`src/rtl/acq_readout_ctrl.sv`:
```
// Acquisition trigger and sample-RAM readout sequencer. It streams the enabled channel bytes of each sample.
// Optional build macro READOUT_HEADER_EN inserts a two-byte header (0xA5, {mask,4'b0000}) before the first sample.
module acq_readout_ctrl #(
    parameter int RAM_WIDTH = 10,
    parameter int NCHAN     = 4
) (
    input  logic                 i_clk,
    input  logic                 i_rstn,
    input  logic                 i_arm,
    input  logic                 i_abort,
    input  logic [NCHAN-1:0]     i_chan_mask,
    output logic                 o_start_trigger,
    input  logic                 i_data_ready,
    input  logic [RAM_WIDTH-1:0] i_wraddress_triggerpoint,
    input  logic [RAM_WIDTH-1:0] i_triggerpoint,
    input  logic [RAM_WIDTH-1:0] i_nsmp,
    output logic                 o_rden,
    output logic [RAM_WIDTH-1:0] o_rdaddress,
    input  logic [31:0]          i_ram_q,
    output logic [7:0]           o_tx_data,
    output logic                 o_tx_valid,
    input  logic                 i_tx_ready,
    output logic                 o_busy,
    output logic                 o_done
);

    typedef enum logic [2:0] {
        S_IDLE     = 3'd0,
        S_ARM      = 3'd1,
        S_WAIT_RDY = 3'd2,
        S_FETCH    = 3'd3,
        S_LATCH    = 3'd4,
        S_SEND     = 3'd5,
        S_DONE     = 3'd6
`ifdef READOUT_HEADER_EN
        , S_HDR    = 3'd7
`endif
    } state_t;

    function automatic logic [1:0] first_chan(input logic [3:0] m);
        logic [1:0] r;
        r = 2'd0;
        for (int i = 3; i >= 0; i--) begin
            if (m[i]) r = 2'(i);
        end
        return r;
    endfunction

    // Bit 2 flags that a higher enabled channel exists; bits [1:0] give its index.
    function automatic logic [2:0] next_chan(input logic [3:0] m, input logic [1:0] p);
        logic [2:0] r;
        r = 3'b000;
        for (int i = 3; i >= 0; i--) begin
            if (m[i] && (i > int'(p))) r = {1'b1, 2'(i)};
        end
        return r;
    endfunction

    function automatic logic [7:0] chan_byte(input logic [31:0] w, input logic [1:0] c);
        logic [7:0] b;
        case (c)
            2'd0:    b = w[7:0];
            2'd1:    b = w[15:8];
            2'd2:    b = w[23:16];
            2'd3:    b = w[31:24];
            default: b = 8'h00;
        endcase
        return b;
    endfunction

    state_t               r_state;
    logic                 r_start_trigger;
    logic                 r_rden;
    logic [RAM_WIDTH-1:0] r_rdaddress;
    logic [7:0]           r_tx_data;
    logic                 r_tx_valid;
    logic                 r_busy;
    logic                 r_done;
    logic [3:0]           r_mask;
    logic [RAM_WIDTH-1:0] r_base;
    logic [RAM_WIDTH-1:0] r_count;
    logic [RAM_WIDTH-1:0] r_nsmp;
    logic [31:0]          r_buf;
    logic [1:0]           r_ptr;
`ifdef READOUT_HEADER_EN
    logic                 r_first;
    logic                 r_hdr_idx;
`endif

    logic [RAM_WIDTH-1:0] w_base;
    logic [RAM_WIDTH-1:0] w_count_inc;
    logic [2:0]           w_next;

    assign w_base      = i_wraddress_triggerpoint - i_triggerpoint;
    assign w_count_inc = r_count + RAM_WIDTH'(1);
    assign w_next      = next_chan(r_mask, r_ptr);

    assign o_start_trigger = r_start_trigger;
    assign o_rden          = r_rden;
    assign o_rdaddress     = r_rdaddress;
    assign o_tx_data       = r_tx_data;
    assign o_tx_valid      = r_tx_valid;
    assign o_busy          = r_busy;
    assign o_done          = r_done;

    // Readout sequencer; every output is registered alongside the state it belongs to.
    always_ff @(posedge i_clk or negedge i_rstn) begin
        if (!i_rstn) begin
            r_state         <= S_IDLE;
            r_start_trigger <= 1'b0;
            r_rden          <= 1'b0;
            r_rdaddress     <= '0;
            r_tx_data       <= 8'h00;
            r_tx_valid      <= 1'b0;
            r_busy          <= 1'b0;
            r_done          <= 1'b0;
            r_mask          <= 4'h0;
            r_base          <= '0;
            r_count         <= '0;
            r_nsmp          <= '0;
            r_buf           <= 32'h0000_0000;
            r_ptr           <= 2'd0;
`ifdef READOUT_HEADER_EN
            r_first         <= 1'b0;
            r_hdr_idx       <= 1'b0;
`endif
        end else if (i_abort) begin
            r_state         <= S_IDLE;
            r_start_trigger <= 1'b0;
            r_rden          <= 1'b0;
            r_tx_valid      <= 1'b0;
            r_busy          <= 1'b0;
            r_done          <= 1'b0;
        end else begin
            r_done <= 1'b0;
            case (r_state)
                S_IDLE: begin
                    if (i_arm && (i_chan_mask != 4'h0)) begin
                        r_state         <= S_ARM;
                        r_mask          <= i_chan_mask;
                        r_start_trigger <= 1'b1;
                        r_busy          <= 1'b1;
                    end
                end
                S_ARM: begin
                    if (!i_data_ready) begin
                        r_state         <= S_WAIT_RDY;
                        r_start_trigger <= 1'b0;
                    end
                end
                S_WAIT_RDY: begin
                    if (i_data_ready) begin
                        r_state     <= S_FETCH;
                        r_base      <= w_base;
                        r_nsmp      <= i_nsmp;
                        r_count     <= '0;
                        r_rden      <= 1'b1;
                        r_rdaddress <= w_base;
`ifdef READOUT_HEADER_EN
                        r_first     <= 1'b1;
`endif
                    end
                end
                S_FETCH: begin
                    r_state <= S_LATCH;
                    r_rden  <= 1'b0;
                end
                S_LATCH: begin
                    r_buf      <= i_ram_q;
                    r_ptr      <= first_chan(r_mask);
                    r_tx_valid <= 1'b1;
`ifdef READOUT_HEADER_EN
                    if (r_first) begin
                        r_state   <= S_HDR;
                        r_first   <= 1'b0;
                        r_hdr_idx <= 1'b0;
                        r_tx_data <= 8'hA5;
                    end else begin
                        r_state   <= S_SEND;
                        r_tx_data <= chan_byte(i_ram_q, first_chan(r_mask));
                    end
`else
                    r_state   <= S_SEND;
                    r_tx_data <= chan_byte(i_ram_q, first_chan(r_mask));
`endif
                end
`ifdef READOUT_HEADER_EN
                S_HDR: begin
                    if (i_tx_ready) begin
                        if (!r_hdr_idx) begin
                            r_hdr_idx <= 1'b1;
                            r_tx_data <= {r_mask, 4'b0000};
                        end else begin
                            r_state   <= S_SEND;
                            r_tx_data <= chan_byte(r_buf, r_ptr);
                        end
                    end
                end
`endif
                S_SEND: begin
                    if (i_tx_ready) begin
                        if (w_next[2]) begin
                            r_ptr     <= w_next[1:0];
                            r_tx_data <= chan_byte(r_buf, w_next[1:0]);
                        end else begin
                            r_tx_valid <= 1'b0;
                            r_count    <= w_count_inc;
                            // nsmp==0 matches only after the counter wraps, i.e. a full RAM of samples.
                            if (w_count_inc == r_nsmp) begin
                                r_state <= S_DONE;
                                r_done  <= 1'b1;
                            end else begin
                                r_state     <= S_FETCH;
                                r_rden      <= 1'b1;
                                r_rdaddress <= r_base + w_count_inc;
                            end
                        end
                    end
                end
                S_DONE: begin
                    r_state <= S_IDLE;
                    r_busy  <= 1'b0;
                end
                default: begin
                    r_state         <= S_IDLE;
                    r_start_trigger <= 1'b0;
                    r_rden          <= 1'b0;
                    r_tx_valid      <= 1'b0;
                    r_busy          <= 1'b0;
                end
            endcase
        end
    end

endmodule
```
`config.mk`:
```
export PLATFORM = sky130hd
export DESIGN_NAME = acq_readout_ctrl
export DESIGN_NICKNAME = d
export VERILOG_FILES = /design/src/rtl/acq_readout_ctrl.sv
export SDC_FILE = /design/constraint.sdc
export NUM_CORES = 1
export LEC_CHECK = 0
export ABC_AREA = 1
export BUFFER_PORTS_ARGS = -buffer_cell sky130_fd_sc_hd__buf_2
export CAP_MARGIN = 10
export CORE_AREA = 4 4 115 117
export DETAILED_ROUTE_END_ITERATION = 7
export DIE_AREA = 0 0 119 121
export GPL_TIMING_DRIVEN = 0
export PLACE_DENSITY = 0.79
export SYNTH_ARGS = -nofsm -noshare
export SYNTH_HDL_FRONTEND = slang
export SYNTH_SLANG_ARGS = --single-unit
```
`constraint.sdc`:
```
create_clock -name i_clk -period 2.4 [get_ports i_clk]
set_input_delay 0.24 -clock i_clk [delete_from_list [all_inputs] [get_ports i_clk]]
set_output_delay 0.24 -clock i_clk [all_outputs]
set_load 0.01 [all_outputs]
```
==> results of run 1 <==
-- routing by layer --
metal	part of all wire, %	vias up	wire length [µm]
met5	0	-	0
met4	3.1	0	475
met3	5.9	41	908
met2	45	204	6950
met1	46	2571	6980
li1	-	2721	-
-- cells in the final DEF (no fill, tap or decap), drive strengths merged --
cell type	n
a21boi	1
a21o	2
a21oi	31
a311oi	1
a31oi	1
buf	115
clkbuf	19
clkinv	3
dfrtp	86
dlygate4sd3	1
fa	2
ha	19
inv	103
mux2i	1
nand2	273
nand3	61
nand3b	6
nand4	12
nor2	57
nor3	4
o2111ai	1
o21a	1
o21ai	65
o21bai	2
o221ai	5
o22ai	8
or2	4
xnor2	5
xor2	7
-- where the power goes --
part,switching (µW),total [µW],leakage [µW],internal [µW]
clock network,636,1350,0.000142,718
registers,491,2580,0.00108,2090
logic,2300,3790,0.00236,1490
-- cells by family after synthesis --
kind of cell	after synthesis	synth area share, %
AND/OR/NAND/NOR	417	33.2
XOR/XNOR	12	1.91
buffers and inverters	116	8.55
adder cells (fa/ha/maj)	21	5.06
AO/OA/AOI/OAI	118	11.9
multiplexers	1	0.182
flip-flops	86	39.2
-- path summary, 6_finish.rpt --
kind | start | slack, ns | cells after the start | to
max | r_count[0] | -0.02 | 17 | o_rdaddress[7]
min | i_nsmp[0] | 0.09 | 3 | r_nsmp[0]
max reg2reg | r_count[0] | -0.02 | 17 | o_rdaddress[7]
min reg2reg | o_rdaddress[1] | 0.47 | 2 | o_rdaddress[1]
max in group asynchronous | i_rstn | 1.38 | 3 | r_count[2]
min in group asynchronous | i_rstn | 0.38 | 2 | o_tx_data[2]
-- tightest hold or removal path, cell delays in order --
cell and delay, ns:
buf_2 0.07, nand2_1 0.04, nand2_1 0.05
-- through the flow --
stage               instance area, µm²  util, %
global placement                  6180     50.0
floorplan                         5490        -
global route                      6830     55.2
detailed placement                6210     50.2
finish                            6830     55.2
CTS                               6650     53.8
-- cell type report --
cell class | instances | area (µm²) | share of cell area [%]
inverter | 99 | 374 | 5.48
timing repair buffer | 109 | 608 | 8.90
multi-input combinational | 569 | 3100 | 45.4
sequential | 86 | 2150 | 31.5
tap | 172 | 215 | 3.15
buffer | 17 | 97.6 | 1.43
clock inverter | 7 | 56.3 | 0.824
clock buffer | 9 | 225 | 3.30
-- sequential cells by signal, summed over array words and instances, names as in the netlist --
name and count:
o_busy 1, o_done 1, o_rdaddress 10, o_rden 1, o_start_trigger 1, o_tx_data 8, o_tx_valid 1, r_base 10
r_buf 24, r_count 10, r_mask 4, r_nsmp 10, r_ptr 2, r_state 3
-- timing repair --
item,4_1_cts,5_1_grt
gates resized for setup,22,38
hold buffers,1,0
gates cloned,0,1
pin swaps,9,17
setup endpoints to repair,3,7
setup buffers,7,5
endpoints found under the hold margin,31,0
==> run_results.csv, run 1 <==
group,metric,value,unit
status,outcome,"finished with violations",
status,violations,"negative setup slack",
logic_synthesis,ys_seq_area_share,39.2,%
cells_and_area,num-nets-final,984,
logic_synthesis,ys_seq_elements,86,
grt,grt_pass1_wl,24200,µm
power,pwr_density_cell,1130,nW/µm²
logic_synthesis,yosysWarnings,0,
worst_setup_path,crit_family,"simple AND/OR/NAND/NOR gates",
clock_network,numCtsBuffers,9,
power,leakagePower,0.00359,µW
grt,track_usage,20.8,%
worst_setup_path,cp-start-kind,"flop",
grt,busiest_layer,"met2",
grt,use_met2,32.0,%
logic_synthesis,ys.flop_type,"dfrtp_1",
die,rows,41,
cells_and_area,layoutNonFillerInstCount,1068,
hold_path,hold_path_class,"input pin to flop",
cells_and_area,nFillCells,1162,
route,wire_per_inst,14.3,µm
sta,fin_ws,-0.0232,ns
logic_synthesis,synth_top_area_cell,"dfrtp_1",
cells_and_area,area_delta_synth_final,24.4,%
sta,fin_crit_sh,101,%
route,vias_per_cell,5.18,
logic_synthesis,synthDistinctLibCells,38,
clock_network,cts.sinks,86,
logic_synthesis,synth.most_common_cell,"nand2_1",
worst_setup_path,slowest_delay,0.38,ns
placed_design,placed_cells,1038,
placed_design,port_buffers,94,
cells_and_area,drive_above_1_share,24.1,%
clock_network,cts_max_path_buffers,2,
worst_setup_path,slowest_stage,"dfrtp_1",
worst_setup_path,cp_max_fo,6,
clock_network,path_clk_slew,0.07,ns
sta,max_freq,0.413,GHz
sta,setup_violations,2,
clock_network,clkLatencyLatePin,0.35,ns
clock_network,htree_levels,3,
sta,drv_slew,0,
sta,rsz0062_at_grt,"yes",
route,drc,0,
worst_setup_path,critPathKind,"flop to flop",
route,first_iter_violations,407,
worst_setup_path,setup.worst_path.end_class,"flop",
cells_and_area,n_antenna_cell,0,
route,vias,5537,
route,drtAntennaViolNets,0,
grt,grt_overflow_total,0,
worst_setup_path,path_buf_inv,3,
sta,skew,0.00713,ns
logic_synthesis,netlist_instances,771,
route,dr.pass1.iters,5,
power,ir_worst_vdd,0.482,mV
die,core_area,12400,µm²
die,die_h,121,µm
sta,hold_ws,0.0920,ns
die,io_pins,95,
worst_setup_path,worstPathCellList,"ha_2 -> nand2_4 -> nor2_4 -> buf_4 -> inv_2 -> nand2_2 -> inv_2 -> ha_4 -> a21oi_4 -> nor2_1 -> nor2_1 -> nand2_1 -> xor2_1 -> nand2_1 -> o21ai_1 -> nand3_1 -> nand2_1",
logic_synthesis,synth_edf_count,0,
die,dieArea,14400,µm²
route,drt-total-wl,15300,µm
grt,grt_max_degree,56,
placed_design,post-dp-hpwl,11000,µm
clock_network,root_buffer,"clkbuf_16",
die,die_w,119,µm
die,initial_utilization,44.4,%
power,total_power,7720,µW
sta,hold_viol,0,
sta,fin_crit,2.42,ns
logic_synthesis,synth_top_area_share,39.2,%
worst_setup_path,critical_path_arrival,2.71,ns
sta,tightest_slew,0.625,ns
logic_synthesis,synth_area_leaders,"dfrtp_1, nand2_1, inv_1",
sta,setup_tns,-0.0330,ns
grt,use_met1,28.9,%
placed_design,place_congestion,0.927,
logic_synthesis,synth_async_sr_flop_share,100,%
sta,relSlewSlack,58.2,%
worst_setup_path,cp.required,2.69,ns
logic_synthesis,avgSynthCellArea,7.12,µm²
grt,first_global_vias,5193,
grt,met3_usage,3.64,%
clock_network,cts_tree,"done",
logic_synthesis,synthTopCellsByCount,"nand2_1, inv_1, dfrtp_1, nand3_1, o21ai_0",
run,cap_violations,0,
worst_setup_path,cp_common_cell,"nand2_1",
grt,antenna_found_initial,0,
logic_synthesis,netlist_area,5490,µm²
placed_design,post-place-ws,-0.315,ns
logic_synthesis,syn_nets,864,
Note: power is estimated with default switching activity, not from simulation.
==> run 2: changes to the inputs <==
- ABC_AREA: 1 -> 0
- CORE_AREA: 4 4 115 117 -> 4 4 113 115
- DIE_AREA: 0 0 119 121 -> 0 0 117 119
- PLACE_DENSITY: 0.79 -> 0.8
==> run_results.csv, run 2 <==
group,metric,value,unit
sta,rsz0062_at_grt,"yes",
cells_and_area,num-nets-final,808,
clock_network,root_buffer,"clkbuf_16",
die,die_w,117,µm
grt,grt_max_degree,51,
run,cap_violations,0,
logic_synthesis,avgSynthCellArea,9.25,µm²
logic_synthesis,syn_nets,670,
logic_synthesis,synth_top_area_share,40.3,%
cells_and_area,final_cell_mix,"buf_2, nand2_1, dfrtp_1, o21ai_0, mux2_2",
grt,grt_overflow_total,0,
logic_synthesis,synthSimpleGateAreaFrac,17.8,%
placed_design,port_buffers,93,
placed_design,placed_cells,818,
cells_and_area,layout_commonest_cell,"buf_2",
logic_synthesis,yosysWarnings,0,
logic_synthesis,synth_compound_area_share,19.3,%
die,dieArea,13900,µm²
status,outcome,"finished with violations",
worst_setup_path,cp_max_fo,5,
sta,fin_ws,-0.174,ns
worst_setup_path,crit_family,"simple AND/OR/NAND/NOR gates",
grt,track_usage,23.1,%
logic_synthesis,ys_seq_area_share,40.3,%
logic_synthesis,netlist_instances,577,
logic_synthesis,ys_seq_elements,86,
status,violations,"negative setup slack",
sta,skew,0.0101,ns
worst_setup_path,cp.required,2.63,ns
die,initial_utilization,45.2,%
cells_and_area,top_register,"r_buf",
sta,setup_tns,-1.10,ns
clock_network,path_clk_slew,0.07,ns
cells_and_area,largest_register_ffs,24,
route,wire_per_inst,19.4,µm
logic_synthesis,synthDistinctLibCells,65,
logic_synthesis,synth_async_sr_flop_share,100,%
logic_synthesis,synth_top_family_by_area,"compound AO/OA/AOI/OAI gates",
logic_synthesis,synth_adder_area_share,5.20,%
cells_and_area,area_delta_synth_final,30.7,%
logic_synthesis,ys.flop_type,"dfrtp_1",
sta,relSlewSlack,55.6,%
clock_network,numCtsBuffers,9,
worst_setup_path,worstPathCellList,"ha_4 -> nand3_1 -> xnor2_2 -> ha_4 -> nand3_1 -> o211ai_1 -> buf_4 -> or3_1 -> a21oi_1 -> o2bb2ai_2 -> a2bb2oi_2",
cells_and_area,nFillCells,954,
logic_synthesis,synthTopCellsByCount,"nand2_1, dfrtp_1, o21ai_0, mux2_2, nor2_1",
worst_setup_path,path_buf_inv,1,
clock_network,clkLatencyLatePin,0.36,ns
logic_synthesis,synth.most_common_cell,"nand2_1",
placed_design,placed_area,6030,µm²
worst_setup_path,cp-start-kind,"flop",
sta,max_freq,0.388,GHz
power,ir_worst_vdd,0.691,mV
placed_design,post-dp-hpwl,11200,µm
sta,drv_slew,0,
power,leakagePower,0.00328,µW
worst_setup_path,critical_path_arrival,2.80,ns
sta,fin_crit_sh,107,%
logic_synthesis,synth_xor_area_share,5.09,%
sta,fin_crit,2.57,ns
route,drtAntennaViolNets,0,
route,dr.pass1.iters,7,
logic_synthesis,synth.area.mux_share,7.52,%
die,die_h,119,µm
route,vias,5228,
logic_synthesis,synth_edf_count,0,
cells_and_area,n_antenna_cell,0,
clock_network,cts_max_path_buffers,2,
worst_setup_path,critPathKind,"flop to flop",
power,pwr_density_cell,993,nW/µm²
sta,tightest_slew,0.662,ns
logic_synthesis,synth_area_leaders,"dfrtp_1, mux2_2, nand2_1",
worst_setup_path,setup.worst_path.end_class,"flop",
grt,grt_pass1_wl,25300,µm
die,rows,40,
die,io_pins,95,
cells_and_area,layoutNonFillerInstCount,867,
logic_synthesis,netlist_area,5340,µm²
clock_network,cts_tree,"done",
placed_design,post-place-ws,-0.401,ns
placed_design,place_congestion,0.944,
clock_network,cts.sinks,86,
cells_and_area,final_area,6980,µm²
cells_and_area,drive_above_1_share,34.9,%
die,core_area,11800,µm²
clock_network,htree_levels,3,
logic_synthesis,synth_top_area_cell,"dfrtp_1",
hold_path,hold_path_class,"input pin to flop",
sta,setup_violations,12,
route,vias_per_cell,6.03,
route,first_iter_violations,497,
grt,first_global_vias,5124,
sta,hold_viol,0,
grt,antenna_found_initial,0,
worst_setup_path,slowest_stage,"dfrtp_2",
route,drt-total-wl,16800,µm
route,drc,0,
worst_setup_path,slowest_delay,0.42,ns
-- run 2: logic make-up (layout without fill, tap and decap cells) --
group	count (synthesis)	in the layout
flip-flops	86	86
AO/OA/AOI/OAI	147	147
AND/OR/NAND/NOR	197	197
XOR/XNOR	31	31
buffers and inverters	59	202
adder cells (fa/ha/maj)	21	21
multiplexers	36	36
-- run 2: timing repair --
action	4_1_cts	5_1_grt
setup endpoints to repair	41	64
gates resized for setup	33	53
pin swaps	20	33
cloned	1	1
hold buffers	1	0
buffers inserted	18	13
endpoints found under the hold margin	36	0
-- run 2: final timing paths --
check / start / endpoint / slack (ns) / cells after the start
hold / removal: i_nsmp[7] / r_nsmp[7] / 0.08 / 3
setup reg to reg: r_count[1] / o_rdaddress[5] / -0.17 / 11
min in group asynchronous: i_rstn / o_rdaddress[8] / 0.40 / 2
hold reg to reg: o_busy / o_busy / 0.48 / 2
max in group asynchronous: i_rstn / r_buf[15] / 1.37 / 3
setup / recovery: r_count[1] / o_rdaddress[5] / -0.17 / 11
-- run 2: per-layer routing --
layer | global-route usage [%] | vias up | wire length (µm)
met1 | 28.2 | 2519 | 6400
li1 | - | 2361 | -
met2 | 37.6 | 284 | 8410
met4 | 9.96 | 0 | 620
met3 | 6.81 | 64 | 1350
met5 | 0 | - | 0
-- run 2: worst min-delay path, cell delays in order --
cell,delay [ns]
buf_2,0.07
nand2_1,0.04
nand2_1,0.05
-- run 2: power breakdown --
| group | internal (µW) | switching (µW) | leakage [µW] |
|---|---|---|---|
| Combinational | 1340 | 1710 | 0.00203 |
| Clock | 814 | 611 | 0.000143 |
| Sequential | 1990 | 458 | 0.00110 |
-- run 2: cell type report --
type | instances | area (µm²) | area share, %
multi-input combinational | 432 | 3260 | 46.8
sequential | 86 | 2150 | 30.9
timing repair buffer | 128 | 790 | 11.3
clock buffer | 10 | 229 | 3.28
buffer | 31 | 184 | 2.64
tap | 147 | 184 | 2.64
inverter | 27 | 101 | 1.45
clock inverter | 6 | 68.8 | 0.987
-- run 2: per-stage QoR --
step | utilization (%) | hold WS, ns | power (µW)
final | 59.1 | 0.0800 | 6930
after global routing | 59.1 | 0.0748 | 7330
after CTS | 56.4 | 0.0706 | 6680
after detailed placement | 51.1 | 0.240 | 5060
after global placement | 50.8 | 0.432 | 4900
after floorplan | - | -0.0556 | 4170
